==> src/rtl/uart_rx_fifo.sv <==
// UART 8N1 receiver with majority-vote bit sampling, feeding a first-word-fall-through byte FIFO.
// Framing and overrun conditions are reported as single-cycle pulses.
module uart_rx_fifo #(
    parameter int unsigned CLK_FREQ   = 100000000,
    parameter int unsigned BAUD       = 57600,
    parameter int unsigned FIFO_DEPTH = 16
) (
    input  logic                         CLK100MHZ,
    input  logic                         resetn,
    input  logic                         Uart_RXD,
    output logic [7:0]                   out_data,
    output logic                         out_valid,
    input  logic                         out_ready,
    output logic [$clog2(FIFO_DEPTH):0]  level,
    output logic                         frame_err,
    output logic                         overrun_err,
    output logic                         busy
);

    localparam int unsigned BIT_CYC  = (CLK_FREQ + BAUD / 2) / BAUD;
    localparam int unsigned HALF_CYC = BIT_CYC / 2;
    localparam int unsigned CNT_W    = $clog2(BIT_CYC);
    localparam int unsigned AW       = $clog2(FIFO_DEPTH);
    localparam int unsigned LVL_W    = AW + 1;

    typedef enum logic [2:0] {
        S_IDLE,
        S_START,
        S_DATA,
        S_STOP,
        S_WAIT_HIGH
    } state_t;

    logic             sync1_q, sync2_q;
    logic [2:0]       samp_q;
    state_t           state_q, state_d;
    logic [CNT_W-1:0] cnt_q, cnt_d;
    logic [2:0]       idx_q, idx_d;
    logic [7:0]       shift_q, shift_d;
    logic             push_q, push_d;
    logic             frame_err_q, frame_err_d;
    logic             busy_q, busy_d;

    logic [7:0]       mem_q [FIFO_DEPTH];
    logic [AW:0]      wptr_q, wptr_d, rptr_q, rptr_d;
    logic [LVL_W-1:0] level_q, level_d;
    logic             out_valid_q, out_valid_d;
    logic [7:0]       out_data_q, out_data_d;
    logic             overrun_q, overrun_d;

    logic maj_c, fall_c, pop_c, full_c, wr_en_c;

    // Majority of the three most recent synchronized samples around the decision point
    assign maj_c  = (samp_q[0] & samp_q[1]) | (samp_q[0] & samp_q[2]) | (samp_q[1] & samp_q[2]);
    assign fall_c = samp_q[0] & ~sync2_q;

    always_ff @(posedge CLK100MHZ or negedge resetn) begin
        if (!resetn) begin
            sync1_q     <= 1'b1;
            sync2_q     <= 1'b1;
            samp_q      <= 3'b111;
            state_q     <= S_IDLE;
            cnt_q       <= '0;
            idx_q       <= '0;
            shift_q     <= '0;
            push_q      <= 1'b0;
            frame_err_q <= 1'b0;
            busy_q      <= 1'b0;
        end else begin
            sync1_q     <= Uart_RXD;
            sync2_q     <= sync1_q;
            samp_q      <= {samp_q[1:0], sync2_q};
            state_q     <= state_d;
            cnt_q       <= cnt_d;
            idx_q       <= idx_d;
            shift_q     <= shift_d;
            push_q      <= push_d;
            frame_err_q <= frame_err_d;
            busy_q      <= busy_d;
        end
    end

    always_comb begin
        state_d     = state_q;
        cnt_d       = cnt_q + CNT_W'(1);
        idx_d       = idx_q;
        shift_d     = shift_q;
        push_d      = 1'b0;
        frame_err_d = 1'b0;
        case (state_q)
            S_IDLE: begin
                cnt_d = '0;
                if (fall_c) state_d = S_START;
            end
            S_START: begin
                if (cnt_q == CNT_W'(HALF_CYC)) begin
                    if (maj_c) begin
                        state_d = S_IDLE;
                    end else begin
                        cnt_d   = '0;
                        idx_d   = '0;
                        state_d = S_DATA;
                    end
                end
            end
            S_DATA: begin
                if (cnt_q == CNT_W'(BIT_CYC - 1)) begin
                    shift_d[idx_q] = maj_c;
                    cnt_d          = '0;
                    if (idx_q == 3'd7) state_d = S_STOP;
                    else               idx_d   = idx_q + 3'd1;
                end
            end
            S_STOP: begin
                if (cnt_q == CNT_W'(BIT_CYC - 1)) begin
                    cnt_d = '0;
                    if (maj_c) begin
                        push_d  = 1'b1;
                        state_d = S_IDLE;
                    end else begin
                        frame_err_d = 1'b1;
                        state_d     = S_WAIT_HIGH;
                    end
                end
            end
            S_WAIT_HIGH: begin
                cnt_d = '0;
                if (sync2_q) state_d = S_IDLE;
            end
            default: state_d = S_IDLE;
        endcase
        busy_d = (state_d != S_IDLE);
    end

    // FIFO control: a full FIFO still accepts a push when the head is popped in the same cycle
    assign pop_c   = out_valid_q & out_ready;
    assign full_c  = (wptr_q[AW] != rptr_q[AW]) && (wptr_q[AW-1:0] == rptr_q[AW-1:0]);
    assign wr_en_c = push_q & (~full_c | pop_c);

    always_comb begin
        overrun_d = push_q & full_c & ~pop_c;
        wptr_d    = wptr_q + (AW + 1)'(wr_en_c);
        rptr_d    = rptr_q + (AW + 1)'(pop_c);
        level_d   = level_q;
        case ({wr_en_c, pop_c})
            2'b10:   level_d = level_q + LVL_W'(1);
            2'b01:   level_d = level_q - LVL_W'(1);
            default: level_d = level_q;
        endcase
        out_valid_d = (level_d != '0);
        out_data_d  = out_data_q;
        if (level_d != '0) begin
            if (wr_en_c && (rptr_d == wptr_q)) out_data_d = shift_q;
            else                               out_data_d = mem_q[rptr_d[AW-1:0]];
        end
    end

    always_ff @(posedge CLK100MHZ) begin
        if (wr_en_c) mem_q[wptr_q[AW-1:0]] <= shift_q;
    end

    always_ff @(posedge CLK100MHZ or negedge resetn) begin
        if (!resetn) begin
            wptr_q      <= '0;
            rptr_q      <= '0;
            level_q     <= '0;
            out_valid_q <= 1'b0;
            out_data_q  <= '0;
            overrun_q   <= 1'b0;
        end else begin
            wptr_q      <= wptr_d;
            rptr_q      <= rptr_d;
            level_q     <= level_d;
            out_valid_q <= out_valid_d;
            out_data_q  <= out_data_d;
            overrun_q   <= overrun_d;
        end
    end

    assign out_data    = out_data_q;
    assign out_valid   = out_valid_q;
    assign level       = level_q;
    assign frame_err   = frame_err_q;
    assign overrun_err = overrun_q;
    assign busy        = busy_q;

endmodule

==> config.mk <==
export PLATFORM = sky130hd
export DESIGN_NAME = uart_rx_fifo
export DESIGN_NICKNAME = d
export VERILOG_FILES = /design/src/rtl/uart_rx_fifo.sv
export SDC_FILE = /design/constraint.sdc
export NUM_CORES = 1
export LEC_CHECK = 0
export ABC_CLOCK_PERIOD_IN_PS = 7580
export BUFFER_PORTS_ARGS = -buffer_cell sky130_fd_sc_hd__buf_4
export CAP_MARGIN = 20
export CORE_ASPECT_RATIO = 1.2
export CORE_MARGIN = 4
export CORE_UTILIZATION = 40
export DETAILED_ROUTE_END_ITERATION = 8
export MAX_ROUTING_LAYER = met4
export PLACE_DENSITY = 0.66
export SLEW_MARGIN = 10
export SYNTH_ARGS = -nofsm -noshare
export SYNTH_HDL_FRONTEND = slang
export SYNTH_SLANG_ARGS = --single-unit
==> constraint.sdc <==
create_clock -name CLK100MHZ -period 7.58 [get_ports CLK100MHZ]
set_input_delay 1.516 -clock CLK100MHZ [delete_from_list [all_inputs] [get_ports CLK100MHZ]]
set_output_delay 1.516 -clock CLK100MHZ [all_outputs]
set_load 0.02 [all_outputs]
==> metrics list, run 1 <==
* Met3 layer wire length in the routed design: 580 um
* Proportion of power drawn by flip-flops and latches: 53.7%
- Of all nets on the critical path, the largest fanout is 9.
- Relative max-transition margin: 37.3%
* Post-Syn Nets: 492
- Number of clock sinks seen by CTS: 186
- Height of the chip: 162 um
- Post-detailed-route via-to-cell ratio: 5.34
* Total number of vias: 4113
- Uppermost routed layer: met4
* Gate Count Post-Synth: 477
- # Post-CTS Setup Buffers: 0
* Post-cts resize count: 0
* Number of buffers added by the clock tree synthesis step: 17
- I/O pin cnt: 21
- Core Rows: 55
* Diode count: 0
- The worst setup path is launched from a primary input.
- Dividing the detail-routed wire length by the instance count gives 19.2 um.
- Share of the synthesized area in the top cell type: 48.9%
* Yosys top cell by area: edfxtp_1
- Power density over the cells: 232 nW/um2
- For the pin with the worst max-slew slack, the measured transition is 0.937 ns.
* Clock-pin slew of the registers on the worst-case setup and hold paths: 0.07 ns
* Power share of the combinational group: 2.3%
* Pin count of the biggest net entering global routing: 59
* Combined flip-flop and latch cell area: 5300 um2
- DIE AREA: 22000 um2
* CP arrival: 5.41 ns
- Worst hold-check path type: flop to flop
- The area growth from synthesis to layout is 13.2%.
* Final slew viol count: 0
* Worst endpoint required time: 7.89 ns
- The worst setup path is captured at a flop.
- TritonCTS built the clock tree.
- Final hold viol count: 0
* Post-synth EDFFs: 128
* Final Net Count: 516
- The detailed router put a total of 6130 um of wire on met1.
- Share of the cycle needed by the critical path after routing: 67.3%
* Violation count after the first detailed-routing iteration: 316
- The analysis attributes to net switching a power of 0.000419 W.
- Count of hold-fix buffers inserted at cts: 0
- The multi-input combinational cells in the finished layout cover a total of 2400 um2.
- The initial utilization of the core area, before any placement, comes to 41.2%.
- Setup TNS: 0 ns
- Global placement routability congestion: 0.797
* Wire length of the first global-routing pass: 24000 um
- Setup violations remaining at the end of the flow were counted as 0.
- Maximum VDD drop: 0.168 mV
- Yosys attributes the largest share of cell area to edfxtp_1, dfrtp_1, mux4_2.
* Total of warnings raised by yosys: 0
* Clock power frac: 44.0%
* Count of H-tree levels built during CTS: 4
* Internal power contribution: 0.00165 W
* Post-route clock skew: 0.00956 ns
- The total area inside the core boundary comes to 19100 um2.
- Global routing finished with a remaining overflow of 0.
* Fill cell total of the finished layout: 1608
* Clk_lat worst skew: 0.43 ns
* Sequential fraction of the synthesis area: 67.5%
- Port buffering added 20 buffers.
- In this run switching power makes up 20.3% of total power.
- Commonest register cell after synthesis: edfxtp_1
- Max Fclk: 196 MHz
- Number of register bits inferred by synthesis: 186
- Number of global-route vias before repair: 4300
- Dividing the synthesized area by the synthesized cell count gives 16.5 um2.
- Clock buffer depth: 2
* Post-synth cell types: 51
* Reported leakage power: 3.64 nW
- In the routed design, unresolved DRC markers number 0.
- Detailed routing placed a total of 7900 um of wire on met2.
- Die Width: 136 um
- Mapped cell area: 7860 um2
- Result of the run: finished, final reports clean
- Max-cap violations in this run came to 0.
- The count of nets left with antenna violations once routing finished came out at 0.
- Ys async rst share: 31.2%
- Share of layout cells above drive strength 1: 23.0%
- Wires add up to 14800 um.
- The critical path is of the primary input to flop type.
- 1st-pass router iterations: 6
- Across all register-to-register paths, the minimum setup slack is 3.05 ns.
- Setup repair after global routing left no endpoint under its margin.
- Number of standard cells in the final layout excluding fillers: 770
- GRT Util Overall: 14.8%
- Buffer type at the clock tree root: clkbuf_16
* Initial antenna violation count: 0
- Total placed cells including tap cells: 738
- Post-route minimum period: 5.10 ns
- The HPWL after detailed placement is 9470 um.
==> power by group through the flow <==
stage / combinational, W / sequential [W] / clock, W
3_3_place_gp: 0.0000470 / 0.00113 / 0
4_1_cts: 0.0000489 / 0.00111 / 0.000919
6_report: 0.0000470 / 0.00111 / 0.000909
5_1_grt: 0.0000553 / 0.00111 / 0.000967
2_1_floorplan: 0.0000350 / 0.00113 / 0
3_5_place_dp: 0.0000487 / 0.00113 / 0
==> critical path: stages <==
cell and delay [ns]:
buf_4 0.10, and2_1 0.18, or4_4 0.52, o31ai_4 0.41, ha_1 0.43, xor2_1 0.21, ha_1 0.26, nor2b_1 0.07
a211o_1 0.26, a221oi_1 0.32, xor2_1 0.18, nor4b_4 0.56, mux2_2 0.40
==> layout by cell type (no fill, tap or decap), drive strengths merged, types with 5 or more instances in the layout <==
| cell type | n |
|---|---|
| nor3 | 8 |
| ha | 11 |
| mux4 | 32 |
| xnor2 | 11 |
| edfxtp | 128 |
| nor2b | 10 |
| dfstp | 5 |
| clkbuf | 20 |
| xor2 | 20 |
| inv | 12 |
| nor4 | 6 |
| a21oi | 13 |
| nand2 | 17 |
| dfrtp | 53 |
| nor2 | 29 |
| mux2i | 8 |
| nand3 | 13 |
| mux2 | 26 |
| buf | 31 |
| a211oi | 9 |
==> through the flow <==
stage / setup slack (ns) / hold slack [ns] / area [um2] / util, % / power [W]
2_1_floorplan: 2.49 / 0.345 / 7860 / - / 0.00116
3_3_place_gp: 2.22 / 0.347 / 8290 / 43.5 / 0.00118
3_5_place_dp: 2.04 / 0.353 / 8290 / 43.5 / 0.00118
4_1_cts: 2.48 / 0.363 / 8900 / 46.7 / 0.00208
5_1_grt: 2.22 / 0.366 / 8900 / 46.7 / 0.00213
6_report: 2.48 / 0.362 / 8900 / 46.7 / 0.00206
==> cell families (layout without fill, tap and decap cells) <==
| logic type | after synthesis | after routing | synth area share [%] |
|---|---|---|---|
| simple gates | 107 | 107 | 7.47 |
| mux | 66 | 66 | 13.9 |
| flops | 186 | 186 | 67.5 |
| xor+xnor | 31 | 31 | 3.45 |
| fa+ha+maj | 12 | 12 | 1.88 |
| compound gates | 40 | 40 | 3.63 |
| buf+inv | 35 | 72 | 2.20 |
==> area by class of cell <==
| type | instances | share of cell area, % |
|---|---|---|
| repair buffers | 31 | 2.62 |
| flip-flops and latches | 186 | 59.6 |
| well taps | 256 | 3.60 |
| clock buffers | 20 | 5.02 |
| inverters | 9 | 0.380 |
| clock inverters | 12 | 1.84 |
| multi-input cells | 256 | 26.9 |
==> routing by layer <==
layer,track usage [%],up-vias
met4,4.35,0
met2,24.8,89
met1,18.3,2131
met3,3.02,17
met5,-,-
li1,-,1876
==> registers in the layout, indices dropped and copies added (netlist names) <==
signal and count:
busy 1, cnt_q 11, frame_err 1, idx_q 3
level 5, mem_q 128, out_data 8, out_valid 1
overrun_err 1, push_q 1, rptr_q 5, samp_q 3
shift_q 8, state_q 3, sync1_q 1, sync2_q 1
wptr_q 5
==> cell usage after synthesis, types with 4 or more instances <==
cell / instances
nor2_1: 29
inv_1: 9
a21oi_1: 13
nor4_1: 6
dfrtp_1: 53
clkbuf_1: 12
nand3_1: 13
nor2b_1: 10
mux2_1: 13
dfstp_2: 5
a211oi_1: 9
nand2_1: 17
mux2_2: 13
mux2i_1: 8
xnor2_1: 11
xor2_1: 20
nor3_1: 8
mux4_2: 32
edfxtp_1: 128
nor3b_1: 4
buf_2: 6
ha_1: 11
==> path summary, 6_finish.rpt <==
check	to	cells after the start	startpoint
min	sync2_q$_DFF_PN1_	0	sync1_q$_DFF_PN1_
max reg2reg	out_data[5]$_DFFE_PN0P_	12	wptr_q[2]$_DFF_PN0_
min in group asynchronous	level[4]$_DFF_PN0_	1	resetn
min reg2reg	sync2_q$_DFF_PN1_	0	sync1_q$_DFF_PN1_
max	out_data[5]$_DFFE_PN0P_	13	out_ready
max in group asynchronous	shift_q[6]$_DFFE_PN0P_	1	resetn
Power figures use the tool's default switching activity.
==> run 2, diff against run 1 <==
Settings changed: ABC_AREA set to 1, ABC_CLOCK_PERIOD_IN_PS 7580 to 4100, PLACE_DENSITY 0.66 to 0.68.
Clock period 7.58 ns to 4.1 ns, I/O delays scaled along.
==> run 2 against run 1 <==
  * Synthesized area grew 2.8%
  * Die area grew 2.7%
  * Core utilization shrank 0.41 points
  * Non-clock buffer count shrank 6
  * Cell count grew 41%
  * Largest power group unchanged
  * Total power grew 87%
  * Clock power grew 84%
  * Count of clock-buffer cells in the layout grew 2
  * Clock skew grew 0.0011 ns
  * Wire length grew 15%
==> metrics list, run 2 <==
* Ys async rst share: 31.2%
* Peak fanout along the critical path: 8
- Of the total power, combinational logic draws 3.2%.
* Proportion of power drawn by flip-flops and latches: 53.4%
- Across the VDD grid, the largest voltage drop is 0.277 mV.
- GRT Util Overall: 16.7%
* Number of clock sinks seen by CTS: 186
- The tightest min-delay check is of the flop to flop type.
* Mapped cell area: 8080 um2
- The analysis attributes to cell leakage a power of 3.97 nW.
* Diode count: 0
- TritonCTS built the clock tree.
- The final layout contains routed wiring with a total length of 17000 um.
* Number of flip-flops under the largest register name: 128
- For this run, design rule violations remaining after detail routing come to 0.
- Leading post-synthesis cells by cell area: edfxtp_1, dfrtp_1, nor2_1
* Synth cell count leaders: nor2_1, edfxtp_1, nand2_1
- Post-synth cell types: 30
* Height of the chip: 164 um
- Walking the worst path, the cells encountered are inv_1 > nand2_1 > nand2_1 > nor2_1 > nand3_1 > nand2_1 > ha_1 > nand2_1 > inv_1 > nor2_1 > ha_1 > nand2_1 > nand2_1 > or2_1 > nor2_1 > nand3_1 > nor2_1 > nand2_1 > nand2_1.
- Yosys mapped a number of flops with a built-in enable equal to 128.
- Wire length of the first global-routing pass: 27800 um
* Total of warnings raised by yosys: 0
- CP arrival: 3.49 ns
- Of all cell types, the one taking the most synthesized area is edfxtp_1.
- 1st-pass router iterations: 5
- Cells fill 46.3% of the core in the end.
- STA puts the critical path data required time at 4.47 ns.
- 21 I/O pins were placed.
- Total number of vias: 5548
- Clock-pin slew of the registers on the worst-case setup and hold paths: 0.07 ns
* Setup TNS: 0 ns
* Initial cell density of the core: 41.1%
* Post-route clock skew: 0.0106 ns
* Fraction of power spent switching nets: 21.3%
- In the routed layout, each cell is associated on average with a via count of 5.12.
- Commonest non-fill, non-tap cell in the layout: nor2_1
* Share of layout cells above drive strength 1: 8.88%
- Counting every instance in the synthesized netlist gives 792.
- Area Growth Syn to Fin: 12.7%
- Pin count of the biggest net entering global routing: 59
- Relative max-transition margin: 42.8%
- The number of antenna violations at the first check in global routing came to 0.
* Max Fclk: 320 MHz
* Clock buffer depth: 2
- Internal power contribution: 0.00304 W
* Die Width: 138 um
* Biggest cell delay along the critical path: 0.48 ns
- After the first detailed-routing iteration, the DRC count stood at 358.
* Share of the cycle needed by the critical path after routing: 76.3%
- Remaining antenna violation count: 0
- For this design the total switching power over the nets is 0.000822 W.
* Core Rows: 56
- Dividing total power by cell area gives a power density of 424 nW/um2.
* Most frequent cell after synthesis: nor2_1
* Number of register bits inferred by synthesis: 186
- The total count of hold-check failures in the final report came to 0.
* # setup viols final: 0
* Unrepaired setup endpoints after global routing: no
- Share of the synthesized area in the top cell type: 47.6%
* CP dominant cell by count: nand2_1
- The flow ran to the end, and the final reports show no timing, DRC or antenna violations.
- Count of hold-fix buffers inserted at cts: 0
- Final Net Count: 824
* Wire length per cell: 15.7 um
- Counting every net in the synthesized netlist gives 807.
* Most frequent cells in the layout: nor2_1, edfxtp_1, nand2_1
* Number of buffers added by the clock tree synthesis step: 17
- STA classifies the critical path startpoint as a flop.
* Global placement routability congestion: 0.842
- Worst setup slack for register-to-register paths: 0.97 ns
- Post-route minimum period: 3.13 ns
* # Post-CTS Setup Buffers: 0
- Area inside the core boundary: 19700 um2
- Global routing finished with a remaining overflow of 0.
* Buffer type at the clock tree root: clkbuf_16
* Slowest cell on the critical path: dfrtp_1
- Per-instance average area after synthesis: 10.2 um2
* Type of element capturing the critical path: flop
- CTS built an H-tree with a depth of 4.
* Type of the worst setup path: flop to flop
- In the synthesized netlist the dominant register cell turns out to be edfxtp_1.
- For the worst-skew pair, the clock arrives at the later sink with an insertion delay of 0.43 ns.
* Max-cap violation count: 0
- After clock tree synthesis, the repair step resized 0 gates.
- Sequential fraction of the synthesis area: 65.6%
* Number of global-route vias before repair: 5336
- At the pin with the least slew margin, the transition time is 0.855 ns.
* Quantity of I/O buffers inserted on ports: 20
- The wire-length estimate of the detail-placed layout is 10900 um.
* Clock power frac: 43.4%
* Final slew viol count: 0
* DIE AREA: 22600 um2
==> run 2: power by group through the flow <==
| stage | combinational, W | sequential, W | clock, W |
|---|---|---|---|
| floorplan | 0.0000871 | 0.00209 | 0 |
| global placement | 0.000121 | 0.00210 | 0 |
| detailed placement | 0.000126 | 0.00210 | 0 |
| CTS | 0.000127 | 0.00206 | 0.00170 |
| global route | 0.000148 | 0.00207 | 0.00178 |
| finish | 0.000123 | 0.00206 | 0.00167 |
==> run 2: kinds of logic (layout without fill, tap and decap cells) <==
| family | after synthesis | count (layout) | share of synthesized area, % |
|---|---|---|---|
| and+or+nand+nor | 401 | 401 | 20.7 |
| DFF | 186 | 186 | 65.6 |
| AOI/OAI and AO/OA | 101 | 101 | 6.55 |
| buffers and inverters | 81 | 111 | 3.99 |
| xor gates and xnor gates | 12 | 12 | 1.49 |
| adders and majority gates | 11 | 11 | 1.70 |
==> run 2: worst paths after layout <==
kind	from	end	cells past startpoint
setup / recovery	wptr_q[2]$_DFF_PN0_	out_data[7]$_DFFE_PN0P_	19
hold reg to reg	sync1_q$_DFF_PN1_	sync2_q$_DFF_PN1_	0
max in group asynchronous	resetn	out_data[2]$_DFFE_PN0P_	1
min in group asynchronous	resetn	cnt_q[7]$_DFF_PN0_	1
setup reg to reg	wptr_q[2]$_DFF_PN0_	out_data[7]$_DFFE_PN0P_	19
hold / removal	sync1_q$_DFF_PN1_	sync2_q$_DFF_PN1_	0
==> run 2: worst max-delay path: cells and delay by family (launching register included) <==
family	cells	cell delay [ns]
DFF	1	0.48
adders and majority gates	2	0.56
and+or+nand+nor	15	1.85
buffers and inverters	2	0.19
==> run 2: through the flow <==
step	cell area, um2	setup slack, ns	hold slack (ns)	cells	power, W
after global placement	8490	0.824	0.346	1051	0.00222
final	9110	0.973	0.358	1083	0.00386
after detailed placement	8490	0.714	0.347	1051	0.00223
after global routing	9110	0.563	0.361	1083	0.00400
after CTS	9110	0.980	0.358	1083	0.00389
after floorplan	8080	1.12	0.345	792	0.00218
==> run 2: metal layers <==
metal | GRT usage, % | vias to the layer above | wire [um]
li1 | - | 2713 | -
met1 | 20.3 | 2649 | 7280
met2 | 26.9 | 149 | 8590
met3 | 3.40 | 37 | 674
met4 | 7.32 | 0 | 486
met5 | - | - | 0
==> run 2: area by class of cell <==
class                           count  area (um2)
Clock buffer                       22         518
Clock inverter                     10        98.8
Fill cell                        1807       10600
Inverter                           54         203
Multi-Input combinational cell    525        2460
Sequential cell                   186        5300
Tap cell                          261         327
Timing Repair Buffer               25         200
==> run 3, diff against run 2 <==
Settings changed: ABC_CLOCK_PERIOD_IN_PS 4100 to 3300, PLACE_DENSITY 0.68 to 0.66.
Clock period 4.1 ns to 3.3 ns, I/O delays scaled along.
==> run 3 against run 2 <==
  * Die area is the same
  * Combinational power grew 27%
  * Worst hold slack got worse by 0.076 ns
  * Count of clock-buffer cells in the layout is 3 lower
  * Flip-flop and latch count stayed put
  * Via count is 1.8% lower
  * Setup slack got worse by 0.51 ns
  * Sequential power up 24%
  * First-iteration DRC count up 15%
  * Critical path type unchanged
  * Largest cell class unchanged
  * Largest power group unchanged
==> metrics list, run 3 (synthesis gave the netlist of run 2 again) <==
- Result of the run: finished, final reports clean
* Post-detailed-route DRC marker count: 0
* GRT Util Overall: 16.3%
- For the worst-skew pair, the clock arrives at the later sink with an insertion delay of 0.43 ns.
* DIE AREA: 22600 um2
- Global placement routability congestion: 0.862
* Area Growth Syn to Fin: 13.6%
- Unrepaired setup endpoints after global routing: no
* Share of layout cells above drive strength 1: 10.8%
* Fill cell total of the finished layout: 1780
- Once placement finished, the instance area stood at 8620 um2.
* Count of H-tree levels built during CTS: 4
- TritonCTS built the clock tree.
* CP arrival: 3.16 ns
- Number of buffers added by the clock tree synthesis step: 17
- The critical path starts at wptr_q[2]$_DFF_PN0_.
- Setup TNS: 0 ns
- Total global routing overflow: 0
* Type of element capturing the critical path: flop
* Number of global-route vias before repair: 5234
- Reported leakage power: 4.03 nW
- No sink is reached through more buffers than the 2 on the longest clock path.
* Quantity of I/O buffers inserted on ports: 20
- Total number of vias: 5448
* Power density over the cells: 503 nW/um2
- The number of antenna violations at the first check in global routing was 0.
- Final slew viol count: 0
* Final Net Count: 838
- VDD sags by at most 0.339 mV.
- Before antenna repair, the detailed router went through 4 iterations.
- After detailed placement, the design holds a cell count of 1065.
- Relative max-transition margin: 49.7%
* I/O pin cnt: 21
* Area inside the core boundary: 19700 um2
- Most frequent cells in the layout: nor2_1, edfxtp_1, nand2_1
- Pin count of the biggest net entering global routing: 67
- Post-route minimum period: 2.84 ns
- Diode count: 0
- In this run, post-CTS hold repair placed 0 buffers.
- Once layout is done, the placed cells without fillers occupy 9190 um2.
* Commonest non-fill, non-tap cell in the layout: nor2_1
* Max-cap violation count: 0
* Dpl hpwl: 11200 um
* Number of flip-flops under the largest register name: 128
- Height of the chip: 164 um
- # setup viols final: 0
* Wire length per cell: 15.4 um
- Wire length of the first global-routing pass: 27400 um
* Depth of the worst register-to-register path: 19
- Of all nets on the critical path, the largest fanout is 9.
- Post-CTS repair changed the size of 0 cells.
- Post-route clock skew: 0.0118 ns
- Worst hold-check path type: primary input to asynchronous set/reset pin
* Share of the cycle needed by the critical path after routing: 86.0%
- Critical register-to-register path startpoint: wptr_q[2]$_DFF_PN0_
- Clock-pin slew of the registers on the worst-case setup and hold paths: 0.07 ns
- The initialized floorplan defines 56 standard-cell rows.
- Violation count after the first detailed-routing iteration: 413
- Static timing analysis puts the maximum clock frequency at 352 MHz.
- Initial cell density of the core: 41.1%
* Number of standard cells in the final layout excluding fillers: 1097
- Data on the critical path is required at its endpoint by 3.62 ns.
- The detail route stage leaves a number of antenna-violating nets equal to 0.
* Tot Pwr: 0.00462 W
* Core utilization of the finished layout: 46.7%
- The total count of hold-check failures in the final report came to 0.
- Setup slack on the worst reg-to-reg path comes out at 0.46 ns.
- Measured along the x axis, the die boundary spans 138 um.
- CP Launch Type: flop
* Type of the worst setup path: flop to flop
- Summed over all layers, the routed wires come to 16900 um.
- At the pin with the least slew margin, the transition time is 0.754 ns.
- The tree is rooted in a clkbuf_16.
- In the routed layout, each cell is associated on average with a via count of 4.97.
- Clock tree synthesis found a total of 186 sinks.
- # Post-CTS Setup Buffers: 0
## run 3: metrics by stage
step	hold slack (ns)	setup slack (ns)
after global routing	0.315	0.00373
after CTS	0.304	0.225
final	0.282	0.462
after floorplan	0.345	0.483
after global placement	0.346	0.163
after detailed placement	0.347	0.0549
## run 3: path summary, 6_finish.rpt
check / to
worst max-delay path: out_data[4]$_DFFE_PN0P_
worst min-delay path: cnt_q[7]$_DFF_PN0_
worst max register to register: out_data[4]$_DFFE_PN0P_
worst min register to register: sync2_q$_DFF_PN1_
max in group asynchronous: out_data[0]$_DFFE_PN0P_
min in group CLK100MHZ: sync1_q$_DFF_PN1_
## run 3: critical path, cell delays in order, from the launching register on
cell     delay, ns
dfrtp_1       0.45
inv_1         0.10
nand2_1       0.07
nand2_1       0.09
nor2_1        0.12
nand3_1       0.09
nand2_1       0.18
ha_2          0.26
nor2_1        0.08
nor2_1        0.15
ha_1          0.25
nand2_1       0.06
nand2_1       0.05
or2_1         0.22
nor2_1        0.14
inv_1         0.05
nor2_1        0.12
nand2_2       0.12
nand2_1       0.09
nand2_1       0.04
## run 3: layout make-up
type / count / area (um2) / area share (%)
multi-input cells: 525 / 2470 / 26.9
flip-flops and latches: 186 / 5300 / 57.7
inverters: 54 / 203 / 2.21
clock buffers: 19 / 464 / 5.05
well taps: 261 / 327 / 3.56
clock inverters: 13 / 88.8 / 0.967
repair buffers: 39 / 330 / 3.60
## run 3: where the power goes
group | switching (W) | internal (W) | total (W)
sequential | 0.0000434 | 0.00252 | 0.00256
clock | 0.000869 | 0.00103 | 0.00190
combinational | 0.000102 | 0.0000539 | 0.000156
## run 3: layer usage
| layer | wire, um | vias up | global-route usage (%) |
|---|---|---|---|
| li1 | - | 2740 | - |
| met1 | 7310 | 2551 | 20.5 |
| met2 | 8440 | 127 | 26.6 |
| met3 | 741 | 30 | 2.85 |
| met4 | 426 | 0 | 6.06 |
| met5 | 0 | - | - |
